**src/rtl/pattern_detector_pkg.sv**
```systemverilog
// Shared defaults and types for the serial pattern detector.
package pattern_detector_pkg;

    localparam int unsigned DEF_WIDTH   = 4;
    localparam int unsigned DEF_CNT_W   = 8;
    localparam int unsigned DEF_OVERLAP = 1;

    typedef enum logic {
        OVL_OFF = 1'b0,
        OVL_ON  = 1'b1
    } ovl_mode_e;

    // Bits needed to hold a fill count of 0..w inclusive.
    function automatic int unsigned fill_w(int unsigned w);
        return $clog2(w + 1);
    endfunction

endpackage

```
**src/rtl/pattern_history.sv**
```systemverilog
// Serial history shift register with a saturating fill counter.
module pattern_history
    import pattern_detector_pkg::*;
#(
    parameter int unsigned WIDTH = DEF_WIDTH
) (
    input  logic             clk,
    input  logic             rst,
    input  logic             shift,
    input  logic             clear,
    input  logic             data,
    output logic [WIDTH-1:0] hist_shifted,
    output logic             full_shifted,
    output logic             armed
);

    localparam int unsigned       FW   = fill_w(WIDTH);
    localparam logic [FW-1:0]     FULL = FW'(WIDTH);

    logic [WIDTH-1:0] hist_q, hist_d;
    logic [FW-1:0]    fill_q, fill_d, fill_inc;

    // The shifted view is exposed before clear is applied so the parent can
    // decide a match (and hence clear) without a combinational loop.
    always_comb begin
        hist_shifted = {hist_q[WIDTH-2:0], data};
        fill_inc     = (fill_q == FULL) ? fill_q : fill_q + 1'b1;
        full_shifted = (fill_inc == FULL);
        hist_d       = hist_q;
        fill_d       = fill_q;
        if (clear) begin
            hist_d = '0;
            fill_d = '0;
        end else if (shift) begin
            hist_d = hist_shifted;
            fill_d = fill_inc;
        end
    end

    always_ff @(posedge clk) begin
        if (rst) begin
            hist_q <= '0;
            fill_q <= '0;
        end else begin
            hist_q <= hist_d;
            fill_q <= fill_d;
        end
    end

    assign armed = (fill_q == FULL);

endmodule

```
**src/rtl/pattern_detector.sv**
```systemverilog
// Masked serial pattern detector with overlap mode and saturating match counter.
module pattern_detector
    import pattern_detector_pkg::*;
#(
    parameter int unsigned WIDTH       = DEF_WIDTH,
    parameter int unsigned CNT_W       = DEF_CNT_W,
    parameter int unsigned OVERLAP_DEF = DEF_OVERLAP
) (
    input  logic             clk,
    input  logic             rst,
    input  logic             in_valid,
    input  logic             in_seq,
    input  logic             pat_load,
    input  logic [WIDTH-1:0] pat_val,
    input  logic [WIDTH-1:0] pat_mask,
    input  logic             overlap_in,
    input  logic             cnt_clr,
    output logic             out_seq,
    output logic [CNT_W-1:0] match_count,
    output logic             armed
);

    localparam ovl_mode_e OVL_RST = (OVERLAP_DEF != 0) ? OVL_ON : OVL_OFF;

    logic [WIDTH-1:0] pat_q, pat_d;
    logic [WIDTH-1:0] mask_q, mask_d;
    ovl_mode_e        ovl_q, ovl_d;
    logic             out_seq_q, out_seq_d;
    logic [CNT_W-1:0] cnt_q, cnt_d;

    logic             shift, clear, match;
    logic [WIDTH-1:0] hist_shifted;
    logic             full_shifted;

    pattern_history #(
        .WIDTH(WIDTH)
    ) u_history (
        .clk          (clk),
        .rst          (rst),
        .shift        (shift),
        .clear        (clear),
        .data         (in_seq),
        .hist_shifted (hist_shifted),
        .full_shifted (full_shifted),
        .armed        (armed)
    );

    always_comb begin
        // A load edge swallows any concurrent input bit.
        shift = in_valid & ~pat_load;
        match = shift & full_shifted & (((hist_shifted ^ pat_q) & mask_q) == '0);
        clear = pat_load | (match & (ovl_q == OVL_OFF));

        pat_d     = pat_q;
        mask_d    = mask_q;
        ovl_d     = ovl_q;
        out_seq_d = match;
        cnt_d     = cnt_q;

        if (pat_load) begin
            pat_d  = pat_val;
            mask_d = pat_mask;
            ovl_d  = overlap_in ? OVL_ON : OVL_OFF;
        end

        if (cnt_clr) begin
            cnt_d = match ? CNT_W'(1) : '0;
        end else if (match && (cnt_q != '1)) begin
            cnt_d = cnt_q + 1'b1;
        end
    end

    always_ff @(posedge clk) begin
        if (rst) begin
            pat_q     <= '0;
            mask_q    <= '1;
            ovl_q     <= OVL_RST;
            out_seq_q <= 1'b0;
            cnt_q     <= '0;
        end else begin
            pat_q     <= pat_d;
            mask_q    <= mask_d;
            ovl_q     <= ovl_d;
            out_seq_q <= out_seq_d;
            cnt_q     <= cnt_d;
        end
    end

    assign out_seq     = out_seq_q;
    assign match_count = cnt_q;

endmodule
```
**config.mk**
```make
export PLATFORM = sky130hd
export DESIGN_NAME = pattern_detector
export DESIGN_NICKNAME = d
export VERILOG_FILES = /design/src/rtl/pattern_detector_pkg.sv /design/src/rtl/pattern_history.sv /design/src/rtl/pattern_detector.sv
export SDC_FILE = /design/constraint.sdc
export NUM_CORES = 1
export LEC_CHECK = 0
export ABC_AREA = 1
export ABC_CLOCK_PERIOD_IN_PS = 2050
export BUFFER_PORTS_ARGS = -buffer_cell sky130_fd_sc_hd__buf_2
export CORE_ASPECT_RATIO = 1.5
export CORE_UTILIZATION = 53
export CTS_CLUSTER_SIZE = 28
export DETAILED_ROUTE_END_ITERATION = 12
export MAX_ROUTING_LAYER = met4
export PLACE_DENSITY = 0.77
export SLEW_MARGIN = 20
export SYNTH_ARGS = -nofsm -noshare
export SYNTH_HDL_FRONTEND = slang
export SYNTH_SLANG_ARGS = --single-unit
```
**constraint.sdc**
```tcl
create_clock -name clk -period 2.05 [get_ports clk]
set_clock_uncertainty 0.05 [all_clocks]
set_input_delay 0.205 -clock clk [delete_from_list [all_inputs] [get_ports clk]]
set_output_delay 0.205 -clock clk [all_outputs]
set_load 0.03 [all_outputs]
```
==> metrics.md <==
| Metric | Value |
|---|---|
| Final Routed Wirelength | `about 2400 µm` |
| Max-slew violations | `0` |
| Total congestion overflow | `0` |
| Area growth from synthesis to layout | `14.7%` |
| Post-CTS setup-driven buffer insertion count | `0` |
| Setup-violating endpoint count in the final report | `0` |
| Switching power | `0.000210 W` |
| Fraction of power spent switching nets | `0.229` |
| Total area of multi-input combinational cells | `around 650 µm²` |
| Power per cell area | `642 mW/mm²` |
| H-tree depth | `1` |
| Portion of total power attributed to sequential cells | `0.533` |
| DR WL met2 | `approximately 1300 µm` |
| Register bit total from synthesis | `24` |
| Setup Crit Path Kind | `reg -> reg` |
| Total power consumption of the routed design | `0.000916 W` |
| Routed WL per cell | `~11 µm` |
| Detailed-routed wire length on met3 | `approximately 68 µm` |
| Static leakage power | `about 0.68 nW` |
| Die Footprint | `around 0.0026 mm²` |
| Aggregate negative setup slack | `0 ns` |
| Syn Std Cell Area | `0.00124 mm²` |
| Number of buffers created by CTS | `3` |
| Final-layout fill cell count | `203` |
| Top fanout value on the critical path | `7` |
| Horizontal die dimension | `41.6 µm` |
| Post-Place Cell Area | `between 0.001 and 0.0015 mm²` |
| Relative contribution of combinational cells to total power | `0.083` |
| Highest attainable clock frequency | `roughly 0.57 GHz` |
| Number of different library cells in the post-synthesis netlist | `25` |
| Area of the core | `between 0.002 and 0.0025 mm²` |
| Die outline height | `61.4 µm` |
| Number of global-route vias before repair | `1042` |
| Final critical path time including I/O delays and setup | `1.75 ns` |
| Non-filler cells, final | `222` |
| Hold-fix buffer count after cts | `0` |
| I/O pins | `25` |
| Number of DRC markers after the initial detailed-route iteration | `34` |
| Worst max-slew margin expressed relative to the limit | `0.680` |
| Total of max-cap violations | `0` |
| Part of the Yosys area used for sequential elements | `0.386` |
| GPL Wtd Cong | `0.853` |
| Antenna violations before repair | `0` |
| DRC viols | `0` |
| Count of buffers inserted at the top-level ports | `24` |
| Layout Nets | `218` |
| Clk pwr share | `0.383` |
| Layout cells sized above 1 | `0.216` |
| Maximum ir drop on the vdd rail | `0.545 mV` |
| Clock slew at the register clock pins of the worst setup and hold paths | `0.15 ns` |
| Required time at the endpoint of the critical path | `2.22 ns` |
| Worst skew pair latency | `about 0.33 ns` |
| Gate count of the mapped netlist | `174` |
| Synth Area per Inst | `7.15 µm²` |
| Startpoint class of the critical path | `register` |
| Critical Path Sink Type | `register` |
| Mapped Nets | `192` |
| Result of the run | `finished clean` |
| First-pass GRT wire length | `3970 µm` |
| Int Pwr | `roughly 0.00071 W` |
| Number of warning messages in the yosys log | `0` |
| Leading cell types in the layout, fill and taps excluded | `sky130_fd_sc_hd__nand2_1, sky130_fd_sc_hd__nor2_1, sky130_fd_sc_hd__buf_2, sky130_fd_sc_hd__dfxtp_1, sky130_fd_sc_hd__inv_1` |
| Transition time of the tightest slew-check pin | `0.478 ns` |
| Maximum number of pins on one net before global-route repair | `15` |
| Setup repair after global routing missed its margin | `false` |
| Post-route met1 wirelength | `924 µm` |
| Type of the worst min-delay path | `in -> reg` |
| Register Area | `about 480 µm²` |
| Final hold vios | `0` |
| WHS | `0.0167 ns` |
| Site row count | `21` |
| Drt pass-1 iters | `4` |
| Final Cycle Share | `0.851` |
| Clock sink count | `24` |
| Via-to-Cell Ratio | `5.24` |
| Data arrival time of the critical path | `1.91 ns` |
| Most common cell after layout, fill and taps aside | `sky130_fd_sc_hd__nand2_1` |
| Half-perimeter wire length after placement | `1860 µm` |
| Overall via count from detail_route | `1163` |
| GR Util All Layers | `0.210` |
| Final Instance Area | `0.00143 mm²` |
| Antenna cells | `0` |
| Top routing layer in use | `met4` |
| Cell Count Post-Placement | `around 220` |
| Number of cells upsized or downsized after cts | `0` |
| Maximum buffer depth of the clock tree | `2` |
| Starting utilization of the core area | `0.557` |
| CTS Root Cell | `sky130_fd_sc_hd__clkbuf_4` |
| Clock tree from TritonCTS | `done` |
| Number of antenna-violating nets in the routed design | `0` |
[final timing paths]
kind                          to                start  slack, ns  cells past startpoint
min reg2reg            mask_q[0]            mask_q[0]       0.43                      2
max reg2reg  u_history.hist_q[0]  u_history.fill_q[0]       0.30                      7
min                    mask_q[2]          pat_mask[2]       0.02                      3
max          u_history.hist_q[0]  u_history.fill_q[0]       0.30                      7
[logic make-up after synthesis]
family                   share of synthesized area
flip-flops                                   0.386
adder cells (fa/ha/maj)                     0.0302
AO/OA/AOI/OAI                               0.0975
AND/OR/NAND/NOR                              0.395
buffers and inverters                       0.0915
[per-stage QoR]
stage	util	setup slack (ns)
floorplan	-	0.441
global placement	0.616	0.374
detailed placement	0.616	0.317
CTS	0.639	0.294
global route	0.639	0.173
finish	0.639	0.305
[final cells by class]
class,instances,area share
Clock inverter,1,0.0210
Tap cell,23,0.0202
Inverter,24,0.0666
Multi-Input combinational cell,123,0.456
Clock buffer,3,0.0158
Sequential cell,24,0.337
Timing Repair Buffer,24,0.0841
[synthesized netlist by cell type, drive strengths merged]
master | instances | share of area
clkinv | 1 | 0.0070
nand3 | 13 | 0.066
a21oi | 6 | 0.036
nand4 | 5 | 0.025
o21bai | 1 | 0.0060
buf | 1 | 0.0090
nand3b | 2 | 0.012
inv | 23 | 0.069
ha | 3 | 0.030
clkbuf | 2 | 0.0060
a22oi | 1 | 0.0060
nor2 | 29 | 0.12
nor3 | 3 | 0.012
o21ai | 10 | 0.049
nand2 | 50 | 0.16
dfxtp | 24 | 0.39
[power by group through the flow]
stage	registers, W	clock network [W]	logic, W
final	0.000489	0.000351	0.0000761
after global placement	0.000498	0	0.0000743
after detailed placement	0.000499	0	0.0000767
after floorplan	0.000497	0	0.0000546
after global routing	0.000491	0.000366	0.0000855
after CTS	0.000489	0.000352	0.0000771
[sequential cells by signal (all words and copies together) (netlist names)]
name,cells
pat_q,4
mask_q,4
u_history.fill_q,3
ovl_q,1
u_history.hist_q,3
out_seq,1
match_count,8
[critical path, stage by stage, from the launching register on]
cell and delay, ns:
sky130_fd_sc_hd__dfxtp_1 0.39, sky130_fd_sc_hd__inv_1 0.08, sky130_fd_sc_hd__ha_1 0.30, sky130_fd_sc_hd__o21bai_1 0.24, sky130_fd_sc_hd__nor2_8 0.19, sky130_fd_sc_hd__nand2_4 0.08
sky130_fd_sc_hd__o21ai_4 0.26, sky130_fd_sc_hd__a21oi_2 0.05
[routing by layer]
layer  global-route usage  up-vias
li1                     -      599
met1                0.199      529
met2                0.406       27
met3               0.0235        8
met4                0.129        0
met5                    -        -
Note: power is estimated with default switching activity, not from simulation.
